===== config.mk =====
export PLATFORM = sky130hd
export DESIGN_NAME = regfile_np
export DESIGN_NICKNAME = d
export VERILOG_FILES = /design/src/rtl/regfile_np.sv
export SDC_FILE = /design/constraint.sdc
export NUM_CORES = 1
export LEC_CHECK = 0
export ABC_AREA = 1
export CORE_MARGIN = 8
export CORE_UTILIZATION = 55
export DETAILED_ROUTE_END_ITERATION = 12
export GPL_TIMING_DRIVEN = 1
export PLACE_DENSITY = 0.83
export SLEW_MARGIN = 10
export SYNTH_ARGS = -nofsm -noshare
export SYNTH_HDL_FRONTEND = slang
export SYNTH_SLANG_ARGS = --single-unit
export TNS_END_PERCENT = 1

===== constraint.sdc =====
create_clock -name clk -period 4.25 [get_ports clk]
set_input_delay 0.85 -clock clk [delete_from_list [all_inputs] [get_ports clk]]
set_output_delay 0.85 -clock clk [all_outputs]
set_load 0.02 [all_outputs]

===== src/rtl/regfile_np.sv =====
// regfile_np: parameterised multi-read register file with clear sequencer and write-first/read-first modes
module regfile_np #(
   parameter int DATA_WIDTH  = 4,
   parameter int ADDR_WIDTH  = 5,
   parameter int NUM_RD      = 2,
   parameter int WRITE_FIRST = 1,
   parameter int ZERO_REG    = 0
) (
   input  logic                         clk,
   input  logic                         rst,
   input  logic [NUM_RD*ADDR_WIDTH-1:0] rd_addr,
   output logic [NUM_RD*DATA_WIDTH-1:0] rd_data,
   input  logic [ADDR_WIDTH-1:0]        wr_addr,
   input  logic [DATA_WIDTH-1:0]        wr_data,
   input  logic                         wen,
   input  logic                         stall,
   output logic                         busy
);
   localparam int DEPTH = 2**ADDR_WIDTH;
   typedef enum logic {CLEAR, RUN} state_t;
   state_t                  state;
   logic [ADDR_WIDTH-1:0]   clr_cnt;
   logic [DATA_WIDTH-1:0]   mem [DEPTH];
   logic                    we;
   logic [ADDR_WIDTH-1:0]   wa;
   logic [DATA_WIDTH-1:0]   wd;
   always_comb begin
      we = rst && (state == CLEAR || (wen && !(ZERO_REG != 0 && wr_addr == '0)));
      wa = state == CLEAR ? clr_cnt : wr_addr;
      wd = state == CLEAR ? '0 : wr_data;
   end
   always_ff @(posedge clk)
      if (we) mem[wa] <= wd;
   always_ff @(posedge clk) begin
      if (!rst) begin
         state   <= CLEAR;
         clr_cnt <= '0;
         busy    <= 1'b1;
      end else if (state == CLEAR) begin
         clr_cnt <= clr_cnt + 1'b1;
         if (&clr_cnt) begin
            state <= RUN;
            busy  <= 1'b0;
         end
      end
   end
   for (genvar i = 0; i < NUM_RD; i++) begin : g_rd
      logic [ADDR_WIDTH-1:0] ra;
      assign ra = rd_addr[i*ADDR_WIDTH +: ADDR_WIDTH];
      if (WRITE_FIRST != 0) begin : g_wf
         logic [ADDR_WIDTH-1:0] raddr_q;
         always_ff @(posedge clk)
            if (!rst) raddr_q <= '0;
            else if (!stall) raddr_q <= ra;
         assign rd_data[i*DATA_WIDTH +: DATA_WIDTH] =
            (state == CLEAR || (ZERO_REG != 0 && raddr_q == '0)) ? '0 : mem[raddr_q];
      end else begin : g_rf
         logic [DATA_WIDTH-1:0] rdata_q;
         always_ff @(posedge clk)
            if (!rst) rdata_q <= '0;
            else if (!stall) rdata_q <= (ZERO_REG != 0 && ra == '0) ? '0 : mem[ra];
         assign rd_data[i*DATA_WIDTH +: DATA_WIDTH] = state == CLEAR ? '0 : rdata_q;
      end
   end
endmodule


==> results of run 1 <==
==> area by class of cell <==
class	count	area, sq um
Fill cell	1085	5189
Sequential cell	155	4387
Multi-Input combinational cell	666	2820
Clock buffer	17	425.4
Timing Repair Buffer	40	402.9
Tap cell	180	225.2
Clock inverter	15	150.1
Inverter	32	120.1
==> worst paths after layout <==
check               end  slack, ps  cells after the start
max          rd_data[6]        410                     10
min                busy        470                      2
max reg2reg   mem[0][1]       1410                      4
min reg2reg        busy        470                      2
==> registers in the layout (all words and copies together), names as in the netlist, named ones only <==
name / cells
busy: 1
clr_cnt: 5
g_rd.g_wf.raddr_q: 10
mem: 128
state: 1
==> routing by layer <==
metal	routed length (um)	track usage [%]	vias to the layer above	part of all wire, %
met4	796	11.29	0	3.7
met1	7910	29.94	3058	37
met2	10110	38.62	519	47
met5	0	0	-	0
li1	-	-	3037	-
met3	2684	6.815	104	12
==> where the power goes <==
group | switching (uW) | internal [uW]
Clock | 608 | 861
Combinational | 260 | 117
Sequential | 16.7 | 1650
Total | 884 | 2620
==> placed cells by master (no fill, tap or decap), types with 9 or more instances in the layout <==
| cell type | count |
|---|---|
| o21ai_0 | 16 |
| nand2_1 | 335 |
| inv_1 | 21 |
| a21oi_1 | 17 |
| edfxtp_1 | 128 |
| nor2_1 | 96 |
| clkbuf_16 | 17 |
| nand3_1 | 177 |
| dfxtp_1 | 25 |
| clkdlybuf4s50_1 | 31 |
| o21ai_1 | 15 |
| inv_2 | 9 |
==> worst max-delay path, cell delays in order, from the launching register on <==
cell,delay [ps]
dfxtp_2,330
buf_4,590
nand2_1,150
nand3_1,130
nand3_1,110
nand2_1,150
nand2_1,60
nand3_1,80
nand2_1,50
nor2_1,170
clkdlybuf4s50_1,650
==> per-stage QoR <==
step	power, uW	cells	utilization [%]	setup slack (ps)
detailed placement	2053	1073	57.98	1011
finish	3509	1105	62.18	407.2
global route	3595	1105	62.18	307.8
global placement	2046	1073	57.98	1040
floorplan	1948	904	-	2064
CTS	3497	1105	62.18	507.9
==> kinds of logic after synthesis <==
logic type | synth area share [%]
flops | 57.52
compound gates | 3.464
buf+inv | 5.483
fa+ha+maj | 0.3282
simple gates | 33.21
==> results.json, run 1 <==
{
  "min-delay-start": "busy",
  "fmax_ghz": 0.2602,
  "ys_dominant_reg_cell": "edfxtp_1",
  "grt_overflow": 0,
  "rsz0062_at_grt": "false",
  "irDropWorstVdd_mv": 0.2740,
  "post_synth_main_area_contributors": "edfxtp_1 (50%), nand2_1 (16%), nand3_1 (12%)",
  "required_time_at_the_endpoint_of_the_critical_path_ps": 3400,
  "criticalPathCategory": "register to output pin",
  "regToRegStartpoint": "state",
  "floorplan.die.width_um": 133.7,
  "setup_viol": 0,
  "max_slew_margin_pct": 18.49,
  "synth_sequential_area_ratio_pct": 57.52,
  "routabilityCongestion": 0.9118,
  "via_count_of_the_first_global_routing_pass": 6261,
  "cts_num_sinks": 155,
  "port_buffers": 31,
  "netlist-cell-type-count": 22,
  "min_path_type": "register to register",
  "antenna_cells": 0,
  "remaining_drc_errors": 0,
  "synth_warnings": 0,
  "ys_seq_elements": 155,
  "worst_setup_path_start_kind": "register",
  "total_of_max_cap_violations": 0,
  "via_per_inst": 6.080,
  "skew_ps": 7.703,
  "fp.dieH_um": 133.7,
  "grt_start_max_net_pins": 69,
  "area_growth_syn_to_layout_pct": 11.92,
  "place.detailed.hpwl_um": 12780,
  "nets": 937,
  "holdBufCountCts": 0,
  "synth_commonest_cells": "nand2_1 (335), nand3_1 (177), edfxtp_1 (128)",
  "post-synth-top-count-cell": "nand2_1",
  "clock_insertion_delay_worst_skew_ps": 420,
  "avgRoutedWirePerCell_um": 19.46,
  "number_of_post_cts_setup_repair_buffers": 0,
  "post_synth_inst_count": 904,
  "status": "complete, no violations",
  "die_area_sq_mm": 0.01788,
  "drt_first_pass_iters": 6,
  "final_layout_size_suffix_gt1_share_pct": 5.514,
  "cts_root_buffer": "clkbuf_16",
  "synthDominantCellAreaShare_pct": 50.43,
  "worstSetupEndpointType": "output pin",
  "critical_path.max_fanout": 68,
  "finish.instance_area_sq_mm": 0.008531,
  "globalRouteTotalUtil_pct": 24.23,
  "core_area_sq_mm": 0.01372,
  "cts.clk_slew.worst_paths_ps": 60,
  "worst_slew_pin_slew_ps": 1221,
  "timing.final.max_slew_violations": 0,
  "drtIter0Drc": 936,
  "grt_pass1_wl_um": 33440,
  "initial_core_util_pct": 55.56,
  "number_of_antenna_violations_at_the_first_check_in_global_routing": 0,
  "tritoncts": "done",
  "placed_area_sq_mm": 0.007955,
  "synth-edff-count": 128,
  "syn-cell-area_sq_mm": 0.007622,
  "totalWireLength_um": 21500,
  "fin_hold_ws_ps": 473.5,
  "pin_count": 32,
  "pwr_density_cell_mw_per_mm2": 411.3,
  "worst_ep_arrival_time_ps": 2990,
  "asyncSetResetFlopFracSynth_pct": 0,
  "total_leakage_power_uw": 0.003410,
  "row_count": 43,
  "final_min_period_over_clock_period_pct": 90.42,
  "synthDominantAreaCellType": "edfxtp_1",
  "setup_tns_ps": 0,
  "detailroute.via_count": 6718,
  "cts_max_level": 4,
  "final_critical_period_ps": 3843,
  "post_synth.cell_area_avg_sq_um": 8.432,
  "antenna_violating_nets_post_route": 0,
  "post_cts_resize_count": 0,
  "clockBufferDepth": 2,
  "hold_viol": 0,
  "cts_made_buffers": 17,
  "synth.net_count": 929
}
Note: power is estimated with default switching activity, not from simulation.
==> inputs of run 2 (changes only) <==
CTS_CLUSTER_SIZE = 8   (was unset)
==> results of run 2 <==
The final DEF is identical to that of run 1; final timing and power are the same.
==> inputs of run 3 (changes only) <==
ABC_AREA = unset   (was 1)
CORE_UTILIZATION = 42   (was 55)
PLACE_DENSITY = 0.69   (was 0.83)
SETUP_SLACK_MARGIN = 0.1   (was unset)
==> run 3 against run 2 <==
Sequential cell count stayed put. Maximum frequency is 0.57% higher. Cell area is 1.2% lower. Clock skew is 0.99 ps higher. Register-to-register slack better by 290 ps. Setup slack better by 22 ps. Critical path depth is 5 lower. Synthesized cell count is 51% lower. Worst hold slack better by 26 ps. Clock-buffer cell count stayed put. Global-route usage is 8.3 points lower. Critical path type unchanged. Largest cell class unchanged.
==> results.json, run 3 <==
{
  "die_area_sq_mm": 0.02183,
  "ys_dominant_reg_cell": "edfxtp_1",
  "synth_warnings": 0,
  "pwr_density_cell_mw_per_mm2": 421.7,
  "cts_max_level": 4,
  "fp.dieH_um": 147.7,
  "criticalPathCategory": "register to output pin",
  "reg.largest.list": "mem x128, g_rd.g_wf.raddr_q x10, clr_cnt x5",
  "synth_sequential_area_ratio_pct": 60.14,
  "tritoncts": "done",
  "timing.final.max_slew_violations": 0,
  "place.detailed.hpwl_um": 11510,
  "grt_start_max_net_pins": 33,
  "final_critical_period_ps": 3821,
  "post_cts_resize_count": 0,
  "seqCellArea_sq_mm": 0.004388,
  "synth_top_family_by_area": "multiplexers",
  "area_growth_syn_to_layout_pct": 15.60,
  "post_synth_main_area_contributors": "edfxtp_1 (53%), mux4_2 (12%), dfxtp_1 (7.4%)",
  "fmax_ghz": 0.2617,
  "clockBufferDepth": 2,
  "core_area_sq_mm": 0.01712,
  "skew_ps": 8.690,
  "antenna_violating_nets_post_route": 0,
  "fin_ws_ps": 429.1,
  "synthDominantAreaCellType": "edfxtp_1",
  "setup_viol": 0,
  "asyncSetResetFlopFracSynth_pct": 0,
  "multiInputGateArea_sq_mm": 0.002690,
  "port_buffers": 31,
  "cts_num_sinks": 155,
  "hold_viol": 0,
  "holdBufCountCts": 0,
  "fill_cells": 1393,
  "synth-edff-count": 128,
  "preCtsSetupSlack_ps": 612.0,
  "ys_seq_elements": 155,
  "row_count": 48,
  "total_leakage_power_uw": 0.002755,
  "layout.cells.most_common": "edfxtp_1",
  "final_cells": 712,
  "largest_reg_flops": 128,
  "via_count_of_the_first_global_routing_pass": 4319,
  "floorplan.die.width_um": 147.7,
  "worst_setup_path_start_kind": "register",
  "fin_hold_ws_ps": 499.7,
  "rsz0062_at_grt": "false",
  "cts_made_buffers": 17,
  "status": "complete, no violations",
  "number_of_antenna_violations_at_the_first_check_in_global_routing": 0,
  "min_path_type": "register to register",
  "globalRouteTotalUtil_pct": 15.94,
  "detailroute.via_count": 4177,
  "final_layout_size_suffix_gt1_share_pct": 20.94,
  "synthAdderAreaFrac_pct": 0.3433,
  "cts_root_buffer": "clkbuf_16",
  "placed_cells": 680,
  "synth_simple_gate_area_share_pct": 7.329,
  "post-synth-top-count-cell": "edfxtp_1",
  "post-route-util_pct": 49.23,
  "worstSetupEndpointType": "output pin",
  "worst_ep_arrival_time_ps": 2970,
  "clock_insertion_delay_worst_skew_ps": 420,
  "synth_commonest_cells": "edfxtp_1 (128), mux4_2 (40), nor2_1 (36)",
  "worst_slew_pin_slew_ps": 1189,
  "synth.net_count": 468,
  "layout_common_cells": "edfxtp_1 (128), mux4_2 (40), nor2_1 (36), clkdlybuf4s50_1 (31), mux2i_1 (27)",
  "final_min_period_over_clock_period_pct": 89.90,
  "post_synth_inst_count": 443,
  "grt_pass1_wl_um": 25850,
  "cts.clk_slew.worst_paths_ps": 60,
  "max_slew_margin_pct": 20.74,
  "irDropWorstVdd_mv": 0.1968,
  "netlist-cell-type-count": 38,
  "grt_overflow": 0,
  "routabilityCongestion": 0.8448,
  "syn-cell-area_sq_mm": 0.007289,
  "initial_core_util_pct": 42.59,
  "synth.area.mux_share_pct": 24.92,
  "drt_first_pass_iters": 5,
  "nets": 499,
  "synth_xor_xnor_area_share_pct": 0.3605,
  "remaining_drc_errors": 0,
  "pin_count": 32,
  "totalWireLength_um": 16460,
  "register_with_the_highest_flop_count": "mem",
  "antenna_cells": 0,
  "number_of_post_cts_setup_repair_buffers": 0,
  "drtIter0Drc": 432,
  "avgRoutedWirePerCell_um": 23.11,
  "required_time_at_the_endpoint_of_the_critical_path_ps": 3400,
  "post_synth.cell_area_avg_sq_um": 16.45,
  "synth-compound-area-share_pct": 3.931,
  "total_of_max_cap_violations": 0,
  "via_per_inst": 5.867,
  "synthDominantCellAreaShare_pct": 52.73,
  "setup_tns_ps": 0,
  "critical_path.max_fanout": 10
}
## run 3: cell count changes after synthesis, sizes merged, moves of 8 or more
cell	previous run	this run
nand3	177	4
a211oi	0	8
mux2i	0	27
buf	43	20
nor2b	0	25
mux4	0	56
a21oi	17	0
nor2	96	36
mux2	0	20
inv	30	5
o21ai	32	9
nand2b	0	8
nand2	335	16
## run 3: critical path: stages, from the launching register on
cell             delay (ps)
dfxtp_1                 730
mux4_2                  570
mux2_2                  300
o221ai_1                250
a31oi_1                 110
clkdlybuf4s50_1         580
## run 3: area by class of cell
type | count | share of cell area [%]
timing repair buffer | 39 | 4.692
clock buffer | 17 | 5.048
inverter | 5 | 0.2227
clock inverter | 15 | 2.702
sequential | 155 | 52.07
tap | 225 | 3.341
multi-input combinational | 256 | 31.92
## run 3: per-layer routing
layer | up-vias | global-route usage [%] | wire length, um
li1 | 1858 | - | -
met5 | - | 0 | 0
met1 | 2112 | 21.39 | 7143
met2 | 182 | 23.99 | 7765
met3 | 25 | 4.372 | 1216
met4 | 0 | 6.680 | 330
## run 3: kinds of logic after synthesis
group,Yosys count
AOI/OAI and AO/OA,41
xor gates and xnor gates,3
adders and majority gates,2
buffers and inverters,32
DFF,155
muxes,103
and+or+nand+nor,107
## run 3: metrics by stage
stage	total power, uW	cell area [sq um]
finish	3554	8427
global route	3653	8427
CTS	3577	8424
detailed placement	1921	7771
global placement	1918	7771
floorplan	1855	7289
## run 3: path summary, 6_finish.rpt
kind | from | end | slack [ps] | depth (start not counted)
worst max register to register | state | mem[1][3] | 1700 | 4
worst min-delay path | busy | busy | 500 | 2
worst max-delay path | register | rd_data[7] | 430 | 5
worst min register to register | busy | busy | 500 | 2
## run 3: power breakdown
group	internal [uW]	switching, uW	total, uW
Sequential	1640	28.0	1670
Clock	1090	574	1660
Combinational	116	101	217
Total	2850	703	3550
